File: src/rtl/fp_pkg.sv
// Shared binary32 types, constants and classification helper for the fp_add pipeline.
// FP_ADD_LAT supplies the default issue-to-result latency when not provided by the build.
`ifndef FP_ADD_LAT
`define FP_ADD_LAT 3
`endif

package fp_pkg;

  typedef struct packed {
    logic        sign;
    logic [7:0]  exp;
    logic [22:0] frac;
  } fp32_t;

  typedef struct packed {
    logic zero;
    logic sub;
    logic inf;
    logic nan;
  } fp_class_t;

  localparam int unsigned FP_BIAS = 127;
  localparam logic [31:0] FP_QNAN = 32'h7FC00000;
  localparam logic [31:0] FP_PINF = 32'h7F800000;

  // S1 -> S2: operands swapped so ma holds the larger magnitude, mb already aligned
  typedef struct packed {
    logic        nan;
    logic        inf;
    logic        zero;
    logic        sign;
    logic        eff_sub;
    logic [7:0]  exp;
    logic [26:0] ma;
    logic [26:0] mb;
  } s1_t;

  // S2 -> S3: normalized mantissa with guard and sticky
  typedef struct packed {
    logic        nan;
    logic        inf;
    logic        zero;
    logic        sign;
    logic [9:0]  exp;
    logic [23:0] mant;
    logic        g;
    logic        st;
  } s2_t;

  function automatic fp_class_t classify(input fp32_t x);
    fp_class_t c;
    c.zero = (x.exp == 8'd0) && (x.frac == 23'd0);
    c.sub  = (x.exp == 8'd0) && (x.frac != 23'd0);
    c.inf  = (x.exp == 8'hFF) && (x.frac == 23'd0);
    c.nan  = (x.exp == 8'hFF) && (x.frac != 23'd0);
    return c;
  endfunction

endpackage

File: src/rtl/fp_add_lzc.sv
// Combinational 28-bit leading-zero counter for the S2 normalizer; all-zero input gives 28.
module fp_lzc (
  input  logic [27:0] in_i,
  output logic [4:0]  cnt_o
);

  always_comb begin
    cnt_o = 5'd28;
    for (int i = 0; i < 28; i++) begin
      if (in_i[i]) cnt_o = 5'(27 - i);
    end
  end

endmodule

File: src/rtl/fp_add.sv
// Pipelined binary32 adder/subtractor, fixed latency LAT, no stall and no output valid.
// Define FP_ADD_DENORM_EN for gradual underflow; otherwise subnormals flush to signed zero.
module fp_add
  import fp_pkg::*;
#(
  parameter int unsigned LAT = `FP_ADD_LAT
) (
  input  logic        clk,
  input  logic        rst,
  input  logic [31:0] a,
  input  logic [31:0] b,
  input  logic        en,
  input  logic        sub,
  output logic [31:0] y
);

  localparam logic signed [9:0] EInf = 10'(2 * FP_BIAS + 1);

  s1_t         s1_d, s1_q;
  s2_t         s2_d, s2_q;
  logic        s1_vld_q, s2_vld_q;
  logic [31:0] y_d, y_q;

  // ---------------- S1: unpack, classify, swap, align ----------------
  fp32_t       fa, fb;
  fp_class_t   ca, cb;
  logic        za, zb, a_big;
  logic [7:0]  ea, eb, e_big, e_sml, diff;
  logic [23:0] ma, mb, m_big, m_sml;
  logic [26:0] al, lost;

  always_comb begin
    fa      = a;
    fb      = b;
    fb.sign = b[31] ^ sub;
    ca      = classify(fa);
    cb      = classify(fb);
`ifdef FP_ADD_DENORM_EN
    za = ca.zero;
    zb = cb.zero;
    ea = ca.sub ? 8'd1 : fa.exp;
    eb = cb.sub ? 8'd1 : fb.exp;
    ma = {~(ca.zero | ca.sub), fa.frac};
    mb = {~(cb.zero | cb.sub), fb.frac};
`else
    za = ca.zero | ca.sub;
    zb = cb.zero | cb.sub;
    ea = za ? 8'd0 : fa.exp;
    eb = zb ? 8'd0 : fb.exp;
    ma = za ? 24'd0 : {1'b1, fa.frac};
    mb = zb ? 24'd0 : {1'b1, fb.frac};
`endif
    a_big = {ea, ma} >= {eb, mb};
    e_big = a_big ? ea : eb;
    e_sml = a_big ? eb : ea;
    m_big = a_big ? ma : mb;
    m_sml = a_big ? mb : ma;
    diff  = e_big - e_sml;
    if (diff > 8'd26) begin
      al   = 27'd0;
      lost = {26'd0, |m_sml};
    end else begin
      {al, lost} = {m_sml, 3'b000, 27'd0} >> diff;
    end

    s1_d         = '0;
    s1_d.nan     = ca.nan | cb.nan | (ca.inf & cb.inf & (fa.sign ^ fb.sign));
    s1_d.inf     = ca.inf | cb.inf;
    s1_d.zero    = za & zb;
    s1_d.eff_sub = fa.sign ^ fb.sign;
    s1_d.exp     = e_big;
    s1_d.ma      = {m_big, 3'b000};
    s1_d.mb      = {al[26:1], al[0] | (|lost)};
    if (ca.inf | cb.inf) s1_d.sign = ca.inf ? fa.sign : fb.sign;
    else if (za & zb)    s1_d.sign = fa.sign & fb.sign;
    else                 s1_d.sign = a_big ? fa.sign : fb.sign;
  end

  // ---------------- S2: add/subtract, count, normalize ----------------
  logic [27:0] sum, norm;
  logic [4:0]  lz, shamt;

  fp_lzc u_lzc (
    .in_i  (sum),
    .cnt_o (lz)
  );

  always_comb begin
    sum = s1_q.eff_sub ? ({1'b0, s1_q.ma} - {1'b0, s1_q.mb})
                       : ({1'b0, s1_q.ma} + {1'b0, s1_q.mb});
`ifdef FP_ADD_DENORM_EN
    // Stop normalizing at the minimum exponent so tiny results stay subnormal
    shamt = ({3'b000, lz} > s1_q.exp) ? s1_q.exp[4:0] : lz;
`else
    shamt = lz;
`endif
    norm = sum << shamt;

    s2_d      = '0;
    s2_d.nan  = s1_q.nan;
    s2_d.inf  = s1_q.inf;
    s2_d.zero = s1_q.zero | (sum == 28'd0);
    s2_d.sign = (!s1_q.zero && sum == 28'd0) ? 1'b0 : s1_q.sign;
    s2_d.exp  = 10'($signed({2'b00, s1_q.exp}) + 10'sd1 - $signed({5'b00000, shamt}));
    s2_d.mant = norm[27:4];
    s2_d.g    = norm[3];
    s2_d.st   = |norm[2:0];
  end

  // ---------------- S3: round, pack ----------------
  logic        inc;
  logic [7:0]  exp_f;
  logic [30:0] mag;
  logic [31:0] s3_res;

  always_comb begin
    inc   = s2_q.g & (s2_q.st | s2_q.mant[0]);
    exp_f = s2_q.mant[23] ? s2_q.exp[7:0] : 8'd0;
    // Carry out of the fraction bumps the exponent, covering renormalize and overflow
    mag   = {exp_f, s2_q.mant[22:0]} + {30'd0, inc};
    if (s2_q.nan)                       s3_res = FP_QNAN;
    else if (s2_q.inf)                  s3_res = {s2_q.sign, FP_PINF[30:0]};
    else if (s2_q.zero)                 s3_res = {s2_q.sign, 31'd0};
    else if ($signed(s2_q.exp) >= EInf) s3_res = {s2_q.sign, FP_PINF[30:0]};
`ifndef FP_ADD_DENORM_EN
    else if ($signed(s2_q.exp) < 10'sd1) s3_res = {s2_q.sign, 31'd0};
`endif
    else                                s3_res = {s2_q.sign, mag};
  end

  // ---------------- Extra delay stages and output register ----------------
  logic [31:0] fin_res;
  logic        fin_vld;

  if (LAT == 3) begin : g_nodly
    assign fin_res = s3_res;
    assign fin_vld = s2_vld_q;
  end else begin : g_dly
    logic [LAT-4:0][31:0] res_q;
    logic [LAT-4:0]       vld_q;
    always_ff @(posedge clk or posedge rst) begin
      if (rst) begin
        res_q <= '0;
        vld_q <= '0;
      end else begin
        res_q[0] <= s3_res;
        vld_q[0] <= s2_vld_q;
        for (int k = 1; k < int'(LAT) - 3; k++) begin
          res_q[k] <= res_q[k-1];
          vld_q[k] <= vld_q[k-1];
        end
      end
    end
    assign fin_res = res_q[LAT-4];
    assign fin_vld = vld_q[LAT-4];
  end

  always_comb begin
    y_d = fin_vld ? fin_res : y_q;
  end

  always_ff @(posedge clk or posedge rst) begin
    if (rst) begin
      s1_q     <= '0;
      s2_q     <= '0;
      s1_vld_q <= 1'b0;
      s2_vld_q <= 1'b0;
      y_q      <= 32'd0;
    end else begin
      s1_q     <= s1_d;
      s2_q     <= s2_d;
      s1_vld_q <= en;
      s2_vld_q <= s1_vld_q;
      y_q      <= y_d;
    end
  end

  assign y = y_q;

endmodule

File: config.mk
export PLATFORM = sky130hd
export DESIGN_NAME = fp_add
export DESIGN_NICKNAME = d
export VERILOG_FILES = /design/src/rtl/fp_pkg.sv /design/src/rtl/fp_add_lzc.sv /design/src/rtl/fp_add.sv
export SDC_FILE = /design/constraint.sdc
export NUM_CORES = 1
export LEC_CHECK = 0
export CAP_MARGIN = 20
export CELL_PAD_IN_SITES_DETAIL_PLACEMENT = 1
export CELL_PAD_IN_SITES_GLOBAL_PLACEMENT = 1
export CORE_UTILIZATION = 40
export CTS_CLUSTER_DIAMETER = 80
export DETAILED_ROUTE_END_ITERATION = 8
export PLACE_DENSITY = 0.72
export SETUP_SLACK_MARGIN = 0.2
export SLEW_MARGIN = 20
export SYNTH_ARGS = -nofsm -noshare
export SYNTH_HDL_FRONTEND = slang
export SYNTH_SLANG_ARGS = --single-unit
File: constraint.sdc
create_clock -name clk -period 9.77 [get_ports clk]
set_clock_uncertainty 0.1 [all_clocks]
set_input_delay 2.931 -clock clk [delete_from_list [all_inputs] [get_ports clk]]
set_output_delay 2.931 -clock clk [all_outputs]
set_load 0.05 [all_outputs]
### Word level (Yosys, flattened, before mapping)

Cells that the tools add are included.

| storage, ports and cells | value |
|---|---|
| register bits after elaboration | 138 |
| input bits | 68 |
| word-level logic and storage cells | 118 |

| operators by class | value |
|---|---|
| add/sub/neg operators | 6 |
| $lt $le $gt $ge | 4 |
| equal/unequal tests | 2 |
| shifts and indexed selects | 2 |
| multiplexer cells | 50 |
| bitwise gates (word level) | 15 |
| reductions and logical operators | 20 |

Operator list:

| operator | number |
|---|---|
| $mux W31 | 4 |
| $mux W24 | 4 |
| $mux W5 | 16 |
| $mux W27 | 2 |
| $shr A54 B8 Y54 | 1 |
| $logic_not A23 Y1 | 2 |
| $reduce_bool A23 Y1 | 2 |
| $mux W8 | 5 |
| $ge A32 B32 Y1 | 1 |
| $mux W32 | 1 |
| $mux W4 | 8 |
| $add A31 B1 Y31 | 1 |
| $add A27 B27 Y28 | 1 |
| $logic_not A28 Y1 | 1 |
| $mux W28 | 1 |
| $shl A28 B5 Y28 | 1 |
| $sub A27 B27 Y28 | 1 |
| $reduce_or A27 Y1 | 1 |
| $reduce_or A24 Y1 | 1 |
| $eq A8 B8 Y1 const B | 2 |
| $logic_not A8 Y1 | 2 |
| $mux W3 | 4 |
| $ge A10 B9 Y1 const B | 1 |
| $lt A10 B2 Y1 const B | 1 |
| 11 further kinds | 35 |

### Depth between registers and ports, before layout

Gate-level depths: netlist of run 1.

| depth | value |
|---|---|
| word-level depth | 32 |
| mapped depth | 29 |
| gate-level depth less buffers | 26 |

### Cells and area by module

Synthesis of run 1 repeated with hierarchy kept, for this count alone.

| unflattened totals | value |
|---|---|
| cell total of the unflattened synthesis | 1729 |
| area total of the unflattened synthesis | 13715.7 µm² |

Modules (own cells, without submodules):

| module | times used | cells an instance | area each (µm²) |
|---|---|---|---|
| fp_add | 1 | 1669 | 13379.1 |
| fp_lzc | 1 | 60 | 336.6 |

### Least setup slack after synthesis of run 1

Ideal clock, no wire load.

| path | value |
|---|---|
| path type | input-to-reg |
| start point | input port b[23] |
| end point | register s1_q[0] (netlist bit) |
| setup time | 0.122 ns |
| data arrival time | 7.763 ns |
| required time | 9.548 ns |
| setup slack | 1.785 ns |
| stages | 24 |
| cell sequence | nor4_1 -> nand2_1 -> clkbuf_1 -> nand2_1 -> inv_1 -> ha_1 -> nand2b_1 -> a2111oi_0 -> a2111oi_0 -> o311ai_1 -> a21oi_1 -> a22oi_1 -> ha_1 -> inv_2 -> clkbuf_1 -> nor2_1 -> o21ai_0 -> o211ai_1 -> mux2_2 -> a2111oi_0 -> a31oi_1 -> nor4_1 -> o211ai_1 -> a32o_1 |

RTL lines:

| item | RTL line | text |
|---|---|---|
| from (decl) | fp_add.sv:11 | `input logic [31:0] b,` |
| to (signal assigned) | fp_add.sv:164 | `s1_q <= '0;` |
| to (signal assigned) | fp_add.sv:170 | `s1_q <= s1_d;` |
| to (decl) | fp_add.sv:19 | `s1_t s1_d, s1_q;` |

==> qor_table.md, run 1 <==
| Parameter | Reported | Unit |
| --- | --- | --- |
| EDFF count, synth | 0 | - |
| Ratio of cells with drive above 1 in the final layout | 9.31 | % |
| Area of the core | 33700 | um2 |
| Routability-driven placement congestion ratio | 0.948 | - |
| Netlist area before placement | 13800 | um2 |
| Final net count | 1963 | - |
| Final Hold Vio Count | 0 | - |
| Global routing usage summed across all routing layers | 28.6 | % |
| Post-synthesis area per instance | 8.00 | um2 |
| Latest clock arrival within the worst-skew pair | 0.44 | ns |
| Syn. warnings | 0 | - |
| Post_cts resized | 0 | - |
| Critical path start-end classification | primary input to flop | - |
| Share of total power in sequential cells | 22.6 | % |
| Drt initial violations | 849 | - |
| Port bufs | 99 | - |
| Least-Margin Pin Slew | 0.900 | ns |
| # IOs | 100 | - |
| Wire length of the first global-routing pass | 80200 | um |
| Max-cap check violation count | 0 | - |
| CTS H-tree depth | 4 | - |
| Status | completed | - |
| Peak ir drop on the vdd network | 0.138 | mV |
| # DRC | 0 | - |
| CP startpoint kind | primary input | - |
| Number of buffers inserted by post-CTS setup repair | 0 | - |
| CP Max Fanout | 12 | - |
| Drt pass-1 iters | 7 | - |
| Portion of total power attributed to the clock network | 19.7 | % |
| Crit path required time | 9.98 | ns |
| FF-to-FF Start | s1_q[34] | - |
| Antenna violation net count after detailed routing | 0 | - |
| Internal power | 1980 | uW |
| Starting density of the core | 41.0 | % |
| Peak clock frequency supported by timing | 114 | MHz |
| Synthesis-to-finish area growth | 15.7 | % |
| Rows | 67 | - |
| Sequential share of the synthesized area | 25.0 | % |
| Static Leakage | 0.00670 | uW |
| Via count normalized by instance count | 6.18 | - |
| Top_reg_cell synth | dfrtp_1 | - |
| Synth unique cells | 107 | - |
| HPWL reported at the end of detailed placement | 39400 | um |
| Slew Limit Fails | 0 | - |
| Commonest non-fill, non-tap cell in the layout | nand2_1 | - |
| Commonest non-fill, non-tap cells in the layout | 167 x nand2_1, 151 x nor2_1, 138 x dfrtp_1 | - |
| Worst min-delay path class | flop to flop | - |
| Number of fillers in the final layout | 4143 | - |
| Number of sinks driven by the clock tree | 138 | - |
| Largest net degree at the start of global routing | 74 | - |
| Worst Setup SP | a[28] | - |
| Number of nets produced by synthesis | 1897 | - |
| Height of the die | 188 | um |
| Total power draw | 3780 | uW |
| Combinational cell fraction of total power | 57.8 | % |
| Count of final setup violators | 0 | - |
| Number of storage elements in the synthesis netlist | 138 | - |
| Worst slew margin relative to its limit | 40.0 | % |
| Antenna violations before repair | 1 | - |
| Full die area | 35200 | um2 |
| Worst Hold Margin | 0.246 | ns |
| Post-layout instance count excluding filler cells | 2254 | - |
| Switching power as a share of total power | 47.5 | % |
| Power density over the cells | 237 | nW/um2 |
| Nature of the critical path endpoint | flop | - |
| Cell chosen for the clock root | clkbuf_16 | - |
| Start point of the worst hold path | s1_vld_q | - |
| Cts-stage hold buffer count | 0 | - |
| Synth Instances | 1726 | - |
| Post-synthesis async set-or-reset flop share | 100 | % |
| Setup repair after global routing missed its margin | no | - |
| Cell Count Post-Placement | 2221 | - |
| Net switching power | 1800 | uW |
| Final setup TNS | 0 | ns |
| CTS tree | yes | - |
| Horizontal extent of the die | 188 | um |
| Vias in the first global route | 14400 | - |
| CTS Buf Count | 17 | - |
| Final min period | 8.77 | ns |
| WP data arrival | 8.98 | ns |
| Buffers from clock root to sink, at most | 2 | - |
| Via count | 13900 | - |
| Global-route congestion overflow total | 0 | - |
| Average wire length per cell after detail routing | 22.2 | um |
| Final worst path period share | 89.7 | % |
| Final wirelength | 50100 | um |
| Clk slew on worst S/H paths | 0.06 | ns |
[worst paths after layout]
path	endpoint	slack (ns)	cells past startpoint
min in group asynchronous	s1_vld_q	2.89	2
worst min-delay path	fin_vld	0.25	0
max in group asynchronous	s1_q[37]	5.39	3
worst max register to register	s2_q[34]	2.64	23
worst max-delay path	s1_q[0]	1.00	24
worst min register to register	fin_vld	0.25	0
[critical path, cell delays in order]
cell	delay, ns
clkdlybuf4s50_1	0.51
nor4_1	0.36
nand2_1	0.30
buf_4	0.27
nand2_1	0.13
inv_1	0.08
ha_1	0.32
a211o_1	0.27
a21oi_1	0.23
nand3_1	0.16
o311a_1	0.34
nor2_2	0.11
a22oi_1	0.13
ha_1	0.24
o31ai_1	0.62
nand2_2	0.20
buf_4	0.25
mux2i_1	0.14
mux2_2	0.33
nor4b_1	0.31
o211ai_1	0.13
nor4_1	0.23
o211ai_1	0.13
a32o_1	0.23
[stage by stage]
stage,worst slack [ns],util (%),cell area (um2)
after floorplan,1.79,-,13800
after global placement,0.833,45.4,15300
after detailed placement,0.639,45.4,15300
after CTS,1.09,47.4,16000
after global routing,0.622,47.4,16000
final,1.00,47.4,16000
[final cells by class]
| class | instances | area [um2] | share of cell area [%] |
|---|---|---|---|
| diodes | 1 | 2.50 | 0.0157 |
| clock buffers | 18 | 439 | 2.75 |
| clock inverters | 14 | 230 | 1.44 |
| inverters | 103 | 392 | 2.45 |
| multi-input cells | 1385 | 9520 | 59.6 |
| flip-flops and latches | 138 | 3450 | 21.6 |
| well taps | 448 | 561 | 3.51 |
| repair buffers | 147 | 1380 | 8.62 |
[sequential cells by signal (all words and copies together), names as in the netlist]
signal and cells:
s1_q 64, s2_q 40, s1_vld_q 1, y 32, fin_vld 1
[logic make-up after synthesis]
group | count (synthesis) | synth area share (%)
buf+inv | 203 | 6.16
fa+ha+maj | 103 | 9.45
xor+xnor | 60 | 3.97
mux | 69 | 6.77
simple gates | 613 | 21.6
compound gates | 540 | 27.0
flops | 138 | 25.0
[power groups by stage]
| stage | logic (uW) | registers, uW | clock network (uW) |
|---|---|---|---|
| 2_1_floorplan | 1330 | 995 | 0 |
| 3_3_place_gp | 2100 | 853 | 0 |
| 3_5_place_dp | 2140 | 862 | 0 |
| 4_1_cts | 2160 | 854 | 757 |
| 5_1_grt | 2350 | 874 | 777 |
| 6_report | 2180 | 854 | 744 |
[per-layer routing]
metal,GRT usage [%],part of all wire (%),up-vias
li1,-,-,6496
met1,38.3,45,6998
met2,49.2,48,372
met3,2.77,4.1,61
met4,7.54,2.0,0
met5,0,0,-
[synth_stat cells (6+ instances only)]
cell type  count  share of area [%]
a21o_1        18               0.98
o2bb2ai_1     25                1.6
a211oi_1      23                1.3
mux4_2        18                2.9
clkbuf_1      65                1.8
o21ai_0      127                4.6
nand2_1      168                4.6
nor4_1        29                1.3
or3_1         12               0.54
a21oi_1      108                3.9
dfrtp_1      138                 25
or2_2          9               0.41
a2111oi_0      6               0.38
buf_6          6               0.49
o31ai_1       13               0.71
nand4_1       23                1.0
o21ai_1       15               0.54
buf_2         21               0.76
a22oi_1       10               0.54
a211o_1        6               0.38
and3_1        12               0.54
o21bai_1      10               0.54
o21a_1        24                1.3
inv_1        100                2.7
mux2_2        11               0.90
nor3_1        57                2.1
ha_1         101                9.2
nand3_1       63                2.3
xnor2_1       34                2.2
o22ai_1       18               0.82
and2_1        22                1.0
mux2i_1       39                2.8
nand2b_1      15               0.68
xor2_1        23                1.5
o221ai_1       6               0.38
nor2b_1       15               0.68
nor2_1       152                4.1
o211ai_1      31                1.7
a31oi_1       18               0.82
No activity file was read; power rests on OpenSTA's default activity.
==> run 2: changes to the inputs <==
Settings changed: CELL_PAD_IN_SITES_DETAIL_PLACEMENT 1 to not set, CELL_PAD_IN_SITES_GLOBAL_PLACEMENT 1 to not set, PLACE_DENSITY 0.72 to 0.69, SLEW_MARGIN 20 to not set.
==> run 2 against run 1 <==
Compared with the run above: hold slack better by 0.0038 ns; count of clock-buffer cells in the layout is 1 lower; global-route usage is 3.5 points lower; power is 5.1% lower; sequential share of layout area is 0.31 points higher; non-clock buffer count is 17 lower; maximum frequency is 3.7% lower; wire length is 12% lower; largest cell class unchanged.
==> qor_table.md, run 2 (synthesized netlist as in run 1, its figures left out) <==
| Parameter | Reported | Unit | Delta |
| --- | --- | --- | --- |
| Largest net degree at the start of global routing | 78 | - | +5.4% |
| Nature of the critical path endpoint | flop | - |  |
| Number of flip-flops in the largest register | 64 | - | unchanged |
| Via count | 13600 | - | -2.1% |
| FF-to-FF Start | s1_q[3] | - |  |
| Cts-stage hold buffer count | 0 | - | unchanged |
| Slack of the worst reg-to-reg path | 2.80 | ns | +0.16 ns |
| Reg with most FFs | s1_q | - |  |
| Antenna violation net count after detailed routing | 0 | - | unchanged |
| Drt initial violations | 1199 | - | +41% |
| Total power draw | 3590 | uW | -5.1% |
| Internal power | 1840 | uW | -7.4% |
| # IOs | 100 | - | unchanged |
| Antenna violations before repair | 0 | - | -1 |
| Cell area after layout | 15700 | um2 | -1.4% |
| Synthesis-to-finish area growth | 14.1 | % |  |
| Commonest non-fill, non-tap cell in the layout | nand2_1 | - |  |
| Buffers from clock root to sink, at most | 2 | - | unchanged |
| Worst slew margin relative to its limit | 36.8 | % | -3.2 points |
| Final Hold Vio Count | 0 | - | unchanged |
| Util after Layout | 46.7 | % | -0.67 points |
| Logic depth of the worst register-to-register path | 25 | - | +8.7% |
| Port bufs | 99 | - | unchanged |
| Post-Place Cell Area | 15100 | um2 | -1.0% |
| WP data arrival | 9.30 | ns | +0.32 ns |
| CTS tree | yes | - |  |
| # DRC | 0 | - | unchanged |
| Status | completed | - |  |
| Routability-driven placement congestion ratio | 1.02 | - | +7.4% |
| Final min period | 9.10 | ns | +0.336 ns |
| Switching power as a share of total power | 48.8 | % | +1.3 points |
| Count of final setup violators | 0 | - | unchanged |
| CP startpoint kind | primary input | - |  |
| Horizontal extent of the die | 188 | um | unchanged |
| Starting density of the core | 41.0 | % | unchanged |
| Max-cap check violation count | 0 | - | unchanged |
| Height of the die | 188 | um | unchanged |
| Endpoint of the worst hold-timing path | s2_q[39] | - |  |
| Net switching power | 1750 | uW | -2.5% |
| WHS Path Cells | 0 | - | unchanged |
| Peak clock frequency supported by timing | 110 | MHz | -3.7% |
| Power density over the cells | 228 | nW/um2 | -3.7% |
| Portion of total power attributed to the clock network | 18.2 | % | -1.5 points |
| Least-Margin Pin Slew | 0.940 | ns | +0.0394 ns |
| CTS Buf Count | 17 | - | unchanged |
| Wire length of the first global-routing pass | 71600 | um | -11% |
| Final setup TNS | 0 | ns | unchanged |
| Cell chosen for the clock root | clkbuf_16 | - |  |
| Worst flop-to-flop path endpoint | s2_q[34] | - |  |
| Slew Limit Fails | 0 | - | unchanged |
| Number of fillers in the final layout | 3303 | - | -20% |
| HPWL reported at the end of detailed placement | 34900 | um | -12% |
| Area of the core | 33700 | um2 | unchanged |
| Global routing usage summed across all routing layers | 25.1 | % | -3.5 points |
| Full die area | 35200 | um2 | unchanged |
| Ratio of cells with drive above 1 in the final layout | 8.39 | % | -0.92 points |
| CTS H-tree depth | 4 | - | unchanged |
| Commonest non-fill, non-tap cells in the layout | 167 x nand2_1, 151 x nor2_1, 138 x dfrtp_1 | - |  |
| Antenna fix cells | 0 | - | -1 |
| Latest clock arrival within the worst-skew pair | 0.43 | ns | about the same |
| Clk slew on worst S/H paths | 0.07 | ns | about the same |
| Number of sinks driven by the clock tree | 138 | - | unchanged |
| Final wirelength | 44100 | um | -12% |
| Share of total power in sequential cells | 23.5 | % | +0.9 points |
| Rows | 67 | - | unchanged |
| Peak ir drop on the vdd network | 0.152 | mV | +10% |
| Post_cts resized | 0 | - | unchanged |
| Critical path start-end classification | primary input to flop | - |  |
| Final worst path period share | 93.2 | % | +3.4 points |
| Global-route congestion overflow total | 0 | - | unchanged |
| Worst min-delay path class | flop to flop | - |  |
| Number of buffers inserted by post-CTS setup repair | 0 | - | unchanged |
| Worst Hold Margin | 0.250 | ns | +0.00384 ns |
| CP Max Fanout | 14 | - | +2 |
| Start point of the worst hold path | s1_q[66] | - |  |
| Crit path required time | 9.97 | ns | about the same |
| Vias in the first global route | 13400 | - | -7.2% |
| Average wire length per cell after detail routing | 19.7 | um | -11% |
| Final net count | 1946 | - | -0.87% |
| Drt pass-1 iters | 8 | - | +1 |
| Via count normalized by instance count | 6.10 | - | -1.3% |
| Static Leakage | 0.00657 | uW | -2.0% |
| Setup repair after global routing missed its margin | no | - |  |
| Combinational cell fraction of total power | 58.3 | % | +0.5 points |
-- run 2: cell types whose count changed in the layout (fill, tap and decap cells not counted), sizes merged --
cell and change:
buf -17, bufinv -5, diode -1, clkbuf -1, clkinv +4, clkinvlp +2
-- run 2: area by class of cell --
class                      instances  area, um2  area share [%]
clock buffer                      17        425            2.70
clock inverter                    15        181            1.15
tap                              448        561            3.56
timing repair buffer             130       1220            7.77
inverter                         103        392            2.49
multi-input combinational       1385       9510            60.4
sequential                       138       3450            21.9
-- run 2: how the worst max path moves through the flow --
stage	start	endpoint	slack, ns	depth (start not counted)
6_report	a[27]	s1_q[0]	0.67	23
5_1_grt	a[27]	s1_q[0]	0.25	22
4_1_cts	a[27]	s1_q[0]	0.85	23
3_5_place_dp	a[27]	s1_q[0]	0.45	23
3_3_place_gp	a[23]	s1_q[0]	0.45	22
2_1_floorplan	b[23]	s1_q[0]	1.79	24
-- run 2: per-stage QoR --
| stage | worst slack, ns | instances |
|---|---|---|
| 2_1_floorplan | 1.79 | 1726 |
| 3_3_place_gp | 0.453 | 2204 |
| 3_5_place_dp | 0.449 | 2204 |
| 4_1_cts | 0.846 | 2236 |
| 5_1_grt | 0.252 | 2236 |
| 6_report | 0.668 | 2236 |
-- run 2: power by group through the flow --
stage          registers, uW  logic [uW]  clock network [uW]
2_1_floorplan            995        1330                   0
3_3_place_gp             848        2040                   0
3_5_place_dp             855        2050                   0
4_1_cts                  844        2060                 665
5_1_grt                  865        2260                 693
6_report                 844        2090                 652
-- run 2: layer usage --
layer  vias to the layer above  routed length (um)  global-route usage [%]
met2                       575               20400                    41.6
met3                       128                2360                    2.75
met4                         0                2070                    11.3
li1                       6473                   -                       -
met5                         -                   0                       0
met1                      6464               19200                    32.9
-- run 2: worst max-delay path: stages --
cell             delay [ns]
clkdlybuf4s50_1        0.49
nor4_1                 0.33
nand2_1                0.41
buf_4                  0.30
and2_1                 0.19
ha_1                   0.30
nand4_1                0.10
or4_1                  0.45
a21oi_1                0.22
o311ai_1               0.18
a21oi_1                0.17
a22oi_1                0.13
ha_1                   0.24
o31ai_1                0.71
nand2_2                0.34
buf_4                  0.30
mux2i_1                0.13
mux2i_1                0.31
nor2b_1                0.19
a41oi_1                0.15
nor4_1                 0.33
o211ai_1               0.12
a32o_1                 0.24
==> run 3: changes to the inputs <==
Settings changed: ABC_AREA set to 1, CELL_PAD_IN_SITES_DETAIL_PLACEMENT set to 1, CELL_PAD_IN_SITES_GLOBAL_PLACEMENT set to 1, PLACE_DENSITY 0.69 to 0.88.
==> run 3 against run 2 <==
Compared with the run above: synthesized cell count increased by 23%; highest routed layer unchanged; synthesized area decreased by 1.6%; sequential power increased by 2.6%; final area decreased by 2.5%; count of clock-buffer cells in the layout increased by 2; largest cell class unchanged; wire length increased by 12%; die area decreased by 1.5%; critical path type unchanged; largest power group unchanged.
==> qor_table.md, run 3 <==
| Parameter | Reported | Unit | Delta |
| --- | --- | --- | --- |
| Status | completed | - |  |
| Via count normalized by instance count | 5.70 | - | -6.5% |
| Vias in the first global route | 15400 | - | +15% |
| EDFF count, synth | 0 | - | unchanged |
| Final setup TNS | 0 | ns | unchanged |
| Buffers from clock root to sink, at most | 2 | - | unchanged |
| CP Max Fanout | 27 | - | +13 |
| Final min period | 8.89 | ns | -0.216 ns |
| CP startpoint kind | primary input | - |  |
| Synth unique cells | 64 | - | -40% |
| Synth Instances | 2130 | - | +23% |
| Nature of the critical path endpoint | flop | - |  |
| Post-synthesis async set-or-reset flop share | 100 | % | unchanged |
| Number of buffers inserted by post-CTS setup repair | 0 | - | unchanged |
| Worst Hold Margin | 0.250 | ns | -0.000479 ns |
| Util after Layout | 45.9 | % | -0.82 points |
| Port bufs | 99 | - | unchanged |
| Drt pass-1 iters | 5 | - | -3 |
| Peak clock frequency supported by timing | 113 | MHz | +2.4% |
| Least-Margin Pin Slew | 1.12 | ns | +0.185 ns |
| Slew Limit Fails | 0 | - | unchanged |
| Max-cap check violation count | 0 | - | unchanged |
| Top_reg_cell synth | dfrtp_1 | - |  |
| Post-layout instance count excluding filler cells | 2629 | - | +18% |
| Final wirelength | 49500 | um | +12% |
| Worst Setup SP | a[27] | - |  |
| Leading area contributor after synthesis | dfrtp_1 | - |  |
| Commonest non-fill, non-tap cell in the layout | nand2_1 | - |  |
| Cell Count Post-Placement | 2597 | - | +18% |
| Antenna violation net count after detailed routing | 0 | - | unchanged |
| Routability-driven placement congestion ratio | 0.936 | - | -8.0% |
| Area of the core | 33400 | um2 | -0.75% |
| Cells taking the most area after synthesis | dfrtp_1 25%, nand2_1 18%, nand3_1 13%, ha_1 9.3%, inv_1 5.7% | - |  |
| Final Hold Vio Count | 0 | - | unchanged |
| Global-route congestion overflow total | 0 | - | unchanged |
| Antenna violations before repair | 1 | - | +1 |
| Largest stage delay, worst path | 0.60 | ns | -0.11 ns |
| Cell chosen for the clock root | clkbuf_16 | - |  |
| Most common cell in the synthesized netlist | nand2_1 | - |  |
| Global routing usage summed across all routing layers | 29.0 | % | +3.9 points |
| Peak ir drop on the vdd network | 0.116 | mV | -24% |
| Setup repair after global routing missed its margin | no | - |  |
| Logic depth of the worst register-to-register path | 30 | - | +20% |
| Latest clock arrival within the worst-skew pair | 0.44 | ns | about the same |
| Wire length of the first global-routing pass | 79700 | um | +11% |
| Critical path start-end classification | primary input to flop | - |  |
| Power density over the cells | 241 | nW/um2 | +5.6% |
| Clk slew on worst S/H paths | 0.07 | ns | about the same |
| Netlist area before placement | 13600 | um2 | -1.6% |
| CTS H-tree depth | 4 | - | unchanged |
| Synthesis-to-finish area growth | 13.0 | % |  |
| # DRC | 0 | - | unchanged |
| # IOs | 100 | - | unchanged |
| Number of nets produced by synthesis | 2301 | - | +21% |
| Worst min-delay path class | flop to flop | - |  |
| Top cell by count, worst path | nand2_1 | - |  |
| FF-to-FF Start | s1_q[35] | - |  |
| Sequential share of the synthesized area | 25.4 | % | +0.40 points |
| Number of sinks driven by the clock tree | 138 | - | unchanged |
| CTS tree | yes | - |  |
| Starting density of the core | 40.6 | % | -0.34 points |
| Final worst path period share | 91.0 | % | -2.2 points |
| Largest net degree at the start of global routing | 77 | - | -1.3% |
| Slack of the worst reg-to-reg path | 3.49 | ns | +0.69 ns |
| Static Leakage | 0.00783 | uW | +19% |
| Number of fillers in the final layout | 4426 | - | +34% |
| Cts-stage hold buffer count | 0 | - | unchanged |
| Count of final setup violators | 0 | - | unchanged |
| Horizontal extent of the die | 186 | um | -0.77% |
| Post-synthesis area per instance | 6.38 | um2 | -20% |
| Crit path required time | 9.99 | ns | +0.02 ns |
| Area of the multi-input gates | 8810 | um2 | -7.4% |
| Rows | 67 | - | unchanged |
| Endpoint of the worst hold-timing path | fin_vld | - |  |
| Via count | 15000 | - | +10% |
| CTS Buf Count | 17 | - | unchanged |
| Ratio of cells with drive above 1 in the final layout | 6.33 | % | -2.1 points |
| Worst flop-to-flop path endpoint | s2_q[34] | - |  |
| Drt initial violations | 948 | - | -21% |
| Average wire length per cell after detail routing | 18.8 | um | -4.5% |
| Start point of the worst hold path | s1_vld_q | - |  |
| Commonest cells in the synthesized netlist | 637 x nand2_1, 348 x nand3_1, 207 x inv_1 | - |  |
| Proportion of netlist area held by the largest area contributor | 25.4 | % | +0.40 points |
| Worst slew margin relative to its limit | 25.0 | % | -12 points |
| Post_cts resized | 0 | - | unchanged |
| Height of the die | 186 | um | -0.77% |
| Dpl ws | 0.620 | ns | +0.172 ns |
| Area of all sequential standard cells | 3450 | um2 | unchanged |
| Full die area | 34700 | um2 | -1.5% |
| WHS Path Cells | 0 | - | unchanged |
| WP data arrival | 9.11 | ns | -0.19 ns |
| Standard cell with the maximum stage delay on the critical path | inv_1 | - |  |
| Final worst-path setup slack | 0.884 | ns | +0.216 ns |
| Number of flip-flops in the largest register | 64 | - | unchanged |
| Final net count | 2339 | - | +20% |
| Number of storage elements in the synthesis netlist | 138 | - | unchanged |
| Reg with most FFs | s1_q | - |  |
| Commonest non-fill, non-tap cells in the layout | 637 x nand2_1, 348 x nand3_1, 206 x inv_1 | - |  |
| HPWL reported at the end of detailed placement | 39400 | um | +13% |
| Syn. warnings | 0 | - | unchanged |
## run 3: cell count changes in the layout (fill, tap and decap cells not counted), moves of 20 or more
cell / change
xnor2_1: -30
o211ai_1: -26
a211oi_1: -21
o21ai_0: -36
inv_1: +107
o21a_1: -20
nand3_1: +285
nor3_1: -36
a21oi_1: -28
nand2_1: +470
and2_1: -20
o2bb2ai_1: -25
mux2i_1: -39
## run 3: through the flow
stage | instance area (um2) | total power [uW]
floorplan | 13600 | 2400
global placement | 14800 | 2920
finish | 15400 | 3700
CTS | 15400 | 3680
detailed placement | 14800 | 3020
global route | 15400 | 3970
## run 3: cell families (layout without fill, tap and decap cells)
kind of cell	Yosys count	after routing	share of synthesized area [%]
and+or+nand+nor	1265	1265	41.3
AOI/OAI and AO/OA	277	277	12.3
adders and majority gates	103	103	9.60
other	0	1	0
DFF	138	138	25.4
xor gates and xnor gates	23	23	1.48
buffers and inverters	324	374	9.90
## run 3: final cells by class
type,count,share of cell area (%)
inverter,231,5.68
sequential,138,22.5
antenna,1,0.0163
tap,448,3.65
clock buffer,19,2.95
timing repair buffer,112,7.09
multi-input combinational,1668,57.4
clock inverter,12,0.750
## run 3: worst max-delay path by stage
stage | slack (ns) | end
6_report | 0.88 | s1_q[0]
3_3_place_gp | 0.86 | s1_q[0]
5_1_grt | 0.37 | s1_q[0]
2_1_floorplan | 2.84 | s1_q[0]
3_5_place_dp | 0.62 | s1_q[0]
4_1_cts | 1.02 | s1_q[0]
## run 3: power breakdown
part | switching, uW | internal, uW
registers | 133 | 733
logic | 1530 | 671
clock network | 266 | 365
## run 3: per-layer routing
metal	wire length (um)	up-vias	part of all wire, %	GRT usage (%)
met5	0	-	0	0
met4	1530	0	3.1	11.3
met3	1640	93	3.3	3.10
met2	24900	409	50	51.8
met1	21400	7353	43	35.8
li1	-	7143	-	-
## run 3: critical path: cells and delay by family
kind,cells,cell delay [ns]
and+or+nand+nor,29,4.48
buffers and inverters,3,1.36
adders and majority gates,1,0.33
